### src/rtl/uart_fifo_ctrl_pkg.sv
// Shared definitions for the UART FIFO controller: TX FSM encoding,
// MMIO address map and status-register bit positions.
package uart_fifo_ctrl_pkg;

    typedef enum logic {
        TX_IDLE = 1'b0,
        TX_HOLD = 1'b1
    } tx_state_e;

    localparam logic [7:0] UART_DATA_ADDR = 8'h00;
    localparam logic [7:0] UART_STAT_ADDR = 8'h04;
    localparam logic [7:0] UART_CTRL_ADDR = 8'h08;

    localparam int STAT_TX_FULL  = 0;
    localparam int STAT_RX_VALID = 1;
    localparam int STAT_TX_OVF   = 2;
    localparam int STAT_RX_UNF   = 3;

endpackage

### src/rtl/uart_sync_fifo.sv
// Single-clock FIFO with occupancy count; push/pop self-gate on full/empty,
// clr empties it and overrides any push/pop on the same edge.
module uart_sync_fifo #(
    parameter int DATA_W     = 8,
    parameter int DEPTH_LOG2 = 3
) (
    input  logic                  clk,
    input  logic                  rst_n,
    input  logic                  clr,
    input  logic                  push,
    input  logic                  pop,
    input  logic [DATA_W-1:0]     din,
    output logic [DATA_W-1:0]     dout,
    output logic [DEPTH_LOG2:0]   count,
    output logic                  full,
    output logic                  empty
);
    localparam int DEPTH = 1 << DEPTH_LOG2;

    logic [DATA_W-1:0]     mem [DEPTH];
    logic [DEPTH_LOG2-1:0] wr_ptr, rd_ptr;
    logic                  do_push, do_pop;

    assign full    = (count == (DEPTH_LOG2+1)'(DEPTH));
    assign empty   = (count == '0);
    assign do_push = push && !full;
    assign do_pop  = pop && !empty;
    assign dout    = mem[rd_ptr];

    always_ff @(posedge clk or negedge rst_n) begin
        if (!rst_n) begin
            wr_ptr <= '0;
            rd_ptr <= '0;
            count  <= '0;
        end else if (clr) begin
            wr_ptr <= '0;
            rd_ptr <= '0;
            count  <= '0;
        end else begin
            if (do_push) wr_ptr <= wr_ptr + 1'b1;
            if (do_pop)  rd_ptr <= rd_ptr + 1'b1;
            case ({do_push, do_pop})
                2'b10:   count <= count + 1'b1;
                2'b01:   count <= count - 1'b1;
                default: count <= count;
            endcase
        end
    end

    // Storage needs no reset; stale entries are never visible past the pointers.
    always_ff @(posedge clk) begin
        if (do_push && !clr) mem[wr_ptr] <= din;
    end

endmodule

### src/rtl/uart_fifo_ctrl.sv
// CPU-side UART buffer: TX/RX FIFOs, TX valid/ready FSM feeding the UART,
// occupancy outputs and sticky overflow/underflow flags.
module uart_fifo_ctrl
    import uart_fifo_ctrl_pkg::*;
#(
    parameter int DEPTH_LOG2 = 3,
    parameter int DATA_W     = 8
) (
    input  logic                  clk,
    input  logic                  rst_n,
    input  logic                  stall,
    input  logic                  cpu_wr_en,
    input  logic [DATA_W-1:0]     cpu_wr_data,
    input  logic                  cpu_rd_en,
    output logic [DATA_W-1:0]     cpu_rd_data,
    input  logic                  flush,
    input  logic                  clr_err,
    output logic [DEPTH_LOG2:0]   tx_count,
    output logic [DEPTH_LOG2:0]   rx_count,
    output logic                  tx_full,
    output logic                  rx_valid,
    output logic                  tx_ovf,
    output logic                  rx_unf,
    output logic [DATA_W-1:0]     DataIn,
    output logic                  DataInValid,
    input  logic                  DataInReady,
    input  logic [DATA_W-1:0]     DataOut,
    input  logic                  DataOutValid,
    output logic                  DataOutReady
);
    tx_state_e         state, state_nxt;
    logic              wr, rd, fl, clr;
    logic              tx_pop, tx_empty, rx_full, rx_empty, rx_push;
    logic [DATA_W-1:0] tx_dout, rx_dout;
    logic              ovf_evt, unf_evt;

    // All CPU-side commands are masked while the pipeline is stalled.
    assign wr  = cpu_wr_en && !stall;
    assign rd  = cpu_rd_en && !stall;
    assign fl  = flush && !stall;
    assign clr = clr_err && !stall && !flush;

    assign rx_push      = DataOutValid && DataOutReady;
    assign DataOutReady = !rx_full;
    assign rx_valid     = !rx_empty;
    assign cpu_rd_data  = rx_empty ? '0 : rx_dout;

    uart_sync_fifo #(.DATA_W(DATA_W), .DEPTH_LOG2(DEPTH_LOG2)) u_tx_fifo (
        .clk   (clk),
        .rst_n (rst_n),
        .clr   (fl),
        .push  (wr),
        .pop   (tx_pop),
        .din   (cpu_wr_data),
        .dout  (tx_dout),
        .count (tx_count),
        .full  (tx_full),
        .empty (tx_empty)
    );

    uart_sync_fifo #(.DATA_W(DATA_W), .DEPTH_LOG2(DEPTH_LOG2)) u_rx_fifo (
        .clk   (clk),
        .rst_n (rst_n),
        .clr   (fl),
        .push  (rx_push),
        .pop   (rd),
        .din   (DataOut),
        .dout  (rx_dout),
        .count (rx_count),
        .full  (rx_full),
        .empty (rx_empty)
    );

    always_ff @(posedge clk or negedge rst_n) begin
        if (!rst_n)  state <= TX_IDLE;
        else if (fl) state <= TX_IDLE;
        else         state <= state_nxt;
    end

    always_comb begin
        state_nxt = state;
        case (state)
            TX_IDLE: if (!tx_empty) state_nxt = TX_HOLD;
            TX_HOLD: if (DataInReady && tx_empty) state_nxt = TX_IDLE;
            default: state_nxt = TX_IDLE;
        endcase
    end

    always_comb begin
        tx_pop      = 1'b0;
        DataInValid = 1'b0;
        case (state)
            TX_IDLE: tx_pop = !tx_empty;
            TX_HOLD: begin
                DataInValid = 1'b1;
                tx_pop      = DataInReady && !tx_empty;
            end
            default: ;
        endcase
    end

    always_ff @(posedge clk or negedge rst_n) begin
        if (!rst_n)      DataIn <= '0;
        else if (fl)     DataIn <= '0;
        else if (tx_pop) DataIn <= tx_dout;
    end

    // Errors use pre-edge occupancy; a new error beats a simultaneous clear.
    assign ovf_evt = wr && tx_full && !fl;
    assign unf_evt = rd && rx_empty && !fl;

    always_ff @(posedge clk or negedge rst_n) begin
        if (!rst_n) begin
            tx_ovf <= 1'b0;
            rx_unf <= 1'b0;
        end else begin
            if (ovf_evt)  tx_ovf <= 1'b1;
            else if (clr) tx_ovf <= 1'b0;
            if (unf_evt)  rx_unf <= 1'b1;
            else if (clr) rx_unf <= 1'b0;
        end
    end

endmodule

### config.mk
export PLATFORM = sky130hd
export DESIGN_NAME = uart_fifo_ctrl
export DESIGN_NICKNAME = d
export VERILOG_FILES = /design/src/rtl/uart_fifo_ctrl_pkg.sv /design/src/rtl/uart_sync_fifo.sv /design/src/rtl/uart_fifo_ctrl.sv
export SDC_FILE = /design/constraint.sdc
export NUM_CORES = 1
export LEC_CHECK = 0
export ABC_CLOCK_PERIOD_IN_PS = 4800
export CORE_AREA = 2 2 121 123
export CTS_CLUSTER_SIZE = 30
export DETAILED_ROUTE_END_ITERATION = 10
export DIE_AREA = 0 0 123 125
export DONT_BUFFER_PORTS = 1
export PLACE_DENSITY = 0.61
export SYNTH_ARGS = -nofsm -noshare
export SYNTH_HDL_FRONTEND = slang
export SYNTH_HIERARCHICAL = 1
export SYNTH_SLANG_ARGS = --single-unit
### constraint.sdc
create_clock -name clk -period 4.8 [get_ports clk]
set_input_delay 0.96 -clock clk [delete_from_list [all_inputs] [get_ports clk]]
set_output_delay 0.96 -clock clk [all_outputs]
set_load 0.02 [all_outputs]
# == After elaboration in Yosys (flattened, before gate mapping) ==
# Memory sizes are Yosys's and may differ from the RTL's.
# Index checks and enable logic that the tools add are counted.
# classes
n_addsub,8
bitwise,1
n_eq_ne,6
muxes,28
n_reduce_logical,36
# op_table
operator,n
$mux 3,8
$mux 8,3
$logic_and 1x1->1,18
$pmux 4 s2,2
$reduce_bool 2->1,7
$add 3x1->3 const B,4
$mux 1,11
$add 4x1->4 const B,2
$eq 4x4->1 const B,2
$logic_not 4->1,2
$mux 4,2
$sub 4x1->4 const B,2
$logic_not 1->1,7
$reduce_bool 3->1,2
$eq 2x1->1 const B,2
$eq 2x2->1 const B,2
$pmux 1 s2,2
$not 1->1,1
# totals
register_bits,31
ramBits,128
word_cells,91
output_inout_bits,30
mem_count,2
inputBits,25
# mem_list
name,depth,width,rd,rd_clocked_by_memory_dff,wr,line_no,source
u_rx_fifo.mem,8,8,1,0,1,uart_sync_fifo.sv:20,logic [DATA_W-1:0] mem [DEPTH];
u_tx_fifo.mem,8,8,1,0,1,uart_sync_fifo.sv:20,

# == Logic depth before layout (Yosys ltp) ==
# depth
ltp_word,8
ltp_mapped,11
ltp_nobuf,9

# == Hierarchy ==
# Netlist, hierarchy kept.
# by_module_without_submodules
module,area_per_inst_um2,instances,seq_area_each_um2,cells_per_inst
uart_sync_fifo (u_rx_fifo),3156.8,1,2172.1,169
uart_sync_fifo (u_tx_fifo),3118.0,1,2172.1,170
uart_fifo_ctrl,603.1,1,275.3,60

# == Worst setup path before layout ==
# Ideal clock, no wire load.
# synth_timing
path_kind,flip-flop to flip-flop
from,register u_rx_fifo.count[1]
to,register u_rx_fifo.count[3]
period_less_slack_ps,2951
required_time_ps,4731
setup_time_ps,69
arrival_ps,2882
path_stages_with_launch,12
n_path_buf,2
slack_ps,1849
cell_sequence,dfrtp_1 -> or4b_1 -> buf_6 -> inv_1 -> nor2b_1 -> buf_2 -> a21oi_1 -> ha_1 -> and3_1 -> o21ai_0 -> or3b_1 -> nand3b_1
# synth_via
elab_chain_cells,7
word_cells_on_any_way,14
cone_classes,2 x add/sub; 3 x eq/ne; 2 x mux; 7 x reduce/logical
# synth_rtl
item,line_no,source
"start, declared",uart_sync_fifo.sv:14,"output logic [DEPTH_LOG2:0] count,"
"start signal, assigned",uart_sync_fifo.sv:43,2'b10: count <= count + 1'b1;
"start signal, assigned",uart_sync_fifo.sv:44,2'b01: count <= count - 1'b1;
"start signal, assigned",uart_sync_fifo.sv:45,default: count <= count;
$eq 4x4->1 (*),uart_sync_fifo.sv:24,assign full = (count == (DEPTH_LOG2+1)'(DEPTH));
net rx_full,uart_fifo_ctrl.sv:33,"logic tx_pop, tx_empty, rx_full, rx_empty, rx_push;"
$logic_not 1->1 (*),uart_fifo_ctrl.sv:44,assign DataOutReady = !rx_full;
$logic_and 1x1->1 (*),uart_fifo_ctrl.sv:43,assign rx_push = DataOutValid && DataOutReady;
net rx_push,uart_fifo_ctrl.sv:33,
$logic_and 1x1->1 (*),uart_sync_fifo.sv:26,assign do_push = push && !full;
$eq 2x1->1 / $eq 2x2->1 (equally long branches),uart_sync_fifo.sv:42,"case ({do_push, do_pop})"
$pmux 4 s2,uart_sync_fifo.sv:42,
$mux 4,uart_sync_fifo.sv:35,end else if (clr) begin
# Mark *: on every way through the listed nets, which the timed path passes. The rest lies on a longest branch.
# A chain may end at the register's enable or synchronous reset.

# == Worst setup path in the final report ==
# Ends and elaborated chain as after synthesis.

==> flow_metrics.env <==
export IMPL_status="finished clean"
export IMPL_yosys_register_bits=159
export IMPL_via_per_inst=5.64
export IMPL_ioPinCount=55
export IMPL_syn_to_final_growth_pct=10.4
export IMPL_die_area_um2=15400
export IMPL_synth_edf_count=128
export IMPL_drc=0
export IMPL_holdCritPathClass="primary input to async pin"
export IMPL_nNetsFinal=443
export IMPL_start_util=0.484
export IMPL_cts_resized=0
export IMPL_synth_area_per_cell_um2=17.2
export IMPL_rows=44
export IMPL_grt_pass1_wl_mm=19.8
export IMPL_netlist_instances=399
export IMPL_synth_net_count=434
export IMPL_crit_fanout=10
export IMPL_clk_transition_reported_paths_ps=60
export IMPL_path_class="flip-flop to flip-flop"
export IMPL_cp_start_kind="flip-flop"
export IMPL_rsz0062_at_grt="false"
export IMPL_port_buffers=0
export IMPL_core_area_um2=14200
export IMPL_firstDrtPassIters=4
export IMPL_maxCapViolCount=0
export IMPL_grt_max_degree=32
export IMPL_wl_met2_mm=6.39
export IMPL_clock_fmax_mhz=297
export IMPL_wirelength_mm=12.2
export IMPL_finalSetupTns_ps=0
export IMPL_ctsRootBufferMaster="clkbuf_16"
export IMPL_finalSetupViolations=0
export IMPL_clock_latency_ps=410
export IMPL_htree_levels=4
export IMPL_ys_types=51
export IMPL_die_w_um=123
export IMPL_ctsHoldBuffers=0
export IMPL_grtUsageTotal=0.175
export IMPL_die_h_um=125
export IMPL_synthArstFlopShare=0.195
export IMPL_grt_pass1_vias=3615
export IMPL_vias=3412
export IMPL_drt_initial_drc_count=176
export IMPL_dp_hpwl_mm=7.83
export IMPL_period_needed_ps=3370
export IMPL_worst_slew_pin_slew_ps=955
export IMPL_final_layout_size_suffix_gt1_frac=0.242
export IMPL_required_ps=5150
export IMPL_yosys_warnings=6
export IMPL_hold_viol_final=0
export IMPL_p_leak_uw=0.00265
export IMPL_clockBufferDepth=2
export IMPL_netlist_area_um2=6880
export IMPL_grt_ovfl_total=0
export IMPL_cts_sinks=159
export IMPL_place_inst=573
export IMPL_antenna_found_initial=0
export IMPL_ant_nets=0
export IMPL_slew_limit_headroom=0.361
export IMPL_m1WireLength_mm=5.10
export IMPL_clock_skew_ps=6.07
export IMPL_routedWlPerCell_um=20.2
export IMPL_place_congestion=0.729
export IMPL_end_kind="flip-flop"
export IMPL_cts_setup_buffers=0
export IMPL_seq_area_frac_synth=0.672
export IMPL_fin_cells=605
export IMPL_vdd_drop_max_v=0.000264
export IMPL_cts_made_buffers=17
export IMPL_diodes=0
export IMPL_synth_flop_cell="edfxtp_1"
export IMPL_cts_tree="built"
export IMPL_power_density_nw_per_um2=598
export IMPL_met3_length_um=572
export IMPL_routed_top_layer="met4"
export IMPL_finalCritPeriodShare=0.702
export IMPL_critical_path_arrival_ps=3720
export IMPL_slew_violations=0
-- stage by stage --
step / util / instance area [µm²] / power [µW] / worst slack, ps / hold slack (ps)
global placement: 0.496 / 7050 / 3320 / 1540 / 592
detailed placement: 0.496 / 7050 / 3350 / 1470 / 598
CTS: 0.535 / 7600 / 4600 / 1450 / 216
floorplan: - / 6880 / 3070 / 1850 / 544
global route: 0.535 / 7600 / 4800 / 1240 / 213
finish: 0.535 / 7600 / 4540 / 1430 / 235
-- flip-flops by register name, summed over array words and instances (netlist names) --
signal / cells
rx_unf: 1
tx_ovf: 1
u_tx_fifo/mem: 64
u_tx_fifo/wr_ptr: 3
state: 1
u_rx_fifo/rd_ptr: 3
u_rx_fifo/count: 4
u_rx_fifo/wr_ptr: 3
u_tx_fifo/count: 4
DataIn: 8
u_rx_fifo/mem: 64
u_tx_fifo/rd_ptr: 3
-- path summary, 6_finish.rpt --
path	from	endpoint	slack, ps	cells past startpoint
max in group asynchronous	rst_n	u_rx_fifo/wr_ptr[2]	4480	0
max	u_rx_fifo/count[1]	u_rx_fifo/count[3]	1430	10
min in group clk	u_tx_fifo/wr_ptr[0]	u_tx_fifo/wr_ptr[0]	610	2
min	rst_n	u_rx_fifo/count[0]	240	0
min reg2reg	u_tx_fifo/wr_ptr[0]	u_tx_fifo/wr_ptr[0]	610	2
max reg2reg	u_rx_fifo/count[1]	u_rx_fifo/count[3]	1430	10
-- area by class of cell --
type | instances | area (µm²)
clock buffer | 20 | 437
fill | 1118 | 6610
inverter | 7 | 26.3
sequential | 159 | 4620
tap | 184 | 230
multi-input combinational | 214 | 2100
clock inverter | 12 | 111
timing repair buffer | 9 | 67.6
-- synth_stat cells (2+ instances only) --
master / instances / area share
a211oi_1: 3 / 0.0033
a21oi_1: 4 / 0.0029
a21oi_2: 2 / 0.0025
a32o_1: 2 / 0.0029
and2b_2: 2 / 0.0025
buf_1: 2 / 0.0011
buf_2: 4 / 0.0029
buf_6: 5 / 0.0082
clkbuf_1: 6 / 0.0033
dfrtp_1: 31 / 0.11
edfxtp_1: 128 / 0.56
fa_1: 2 / 0.0058
ha_1: 8 / 0.015
inv_1: 7 / 0.0038
mux2_2: 16 / 0.026
mux2i_1: 16 / 0.023
mux4_2: 32 / 0.10
nand2_1: 23 / 0.013
nand2b_1: 6 / 0.0055
nand3_1: 5 / 0.0036
nor2_1: 34 / 0.019
nor2b_1: 10 / 0.0091
nor3_1: 8 / 0.0058
nor4_1: 3 / 0.0027
o311a_1: 2 / 0.0029
or2b_1: 2 / 0.0022
or4b_1: 2 / 0.0029
xnor2_1: 6 / 0.0076
xor2_1: 6 / 0.0076
-- metal layers --
| layer | GRT usage | up-vias |
|---|---|---|
| met2 | 0.293 | 57 |
| met4 | 0.0642 | 0 |
| met3 | 0.0520 | 16 |
| met1 | 0.216 | 1783 |
| li1 | - | 1556 |
| met5 | 0 | - |
-- cells by family (layout without fill, tap and decap cells) --
family | Yosys count | count (layout) | synth area share
buffers and inverters | 26 | 48 | 0.0233
XOR/XNOR | 12 | 12 | 0.0153
adder cells (fa/ha/maj) | 10 | 10 | 0.0204
flip-flops | 159 | 159 | 0.672
AND/OR/NAND/NOR | 107 | 107 | 0.0840
multiplexers | 64 | 64 | 0.154
AO/OA/AOI/OAI | 21 | 21 | 0.0311
-- worst max-delay path, cell delays in order, from the launching register on --
cell      delay [ps]
dfrtp_1          580
or4b_1           830
inv_1            150
nor2b_1           50
buf_4            180
a21oi_1          290
ha_1             330
and3_1           190
o21ai_0          230
or3b_1           380
nand3b_1          90
-- placed cells by master (no fill, tap or decap), types with 2 or more instances in the layout --
master / Yosys / routed
inv_1: 7 / 7
a211oi_1: 3 / 3
nor2_1: 34 / 34
and2b_2: 2 / 2
dfrtp_1: 31 / 31
clkinvlp_4: 0 / 3
clkbuf_1: 6 / 3
a32o_1: 2 / 2
a21oi_2: 2 / 2
fa_1: 2 / 2
nor3_1: 8 / 8
nand2_1: 23 / 23
or2b_1: 2 / 2
inv_6: 0 / 3
nor4_1: 3 / 2
buf_4: 1 / 9
a21oi_1: 4 / 4
nor2b_1: 10 / 10
or4b_1: 2 / 2
mux2_2: 16 / 16
xor2_1: 6 / 6
edfxtp_1: 128 / 128
nand3_1: 5 / 5
mux4_2: 32 / 32
clkinv_1: 0 / 2
nand2b_1: 6 / 6
xnor2_1: 6 / 6
clkbuf_16: 0 / 17
mux2i_1: 16 / 16
o311a_1: 2 / 2
ha_1: 8 / 8
-- power breakdown --
group	internal [µW]	total, µW	switching (µW)
clock network	717	1240	523
registers	1680	2020	345
logic	638	1270	636
total	3040	4540	1500
No activity file was read; power rests on OpenSTA's default activity.
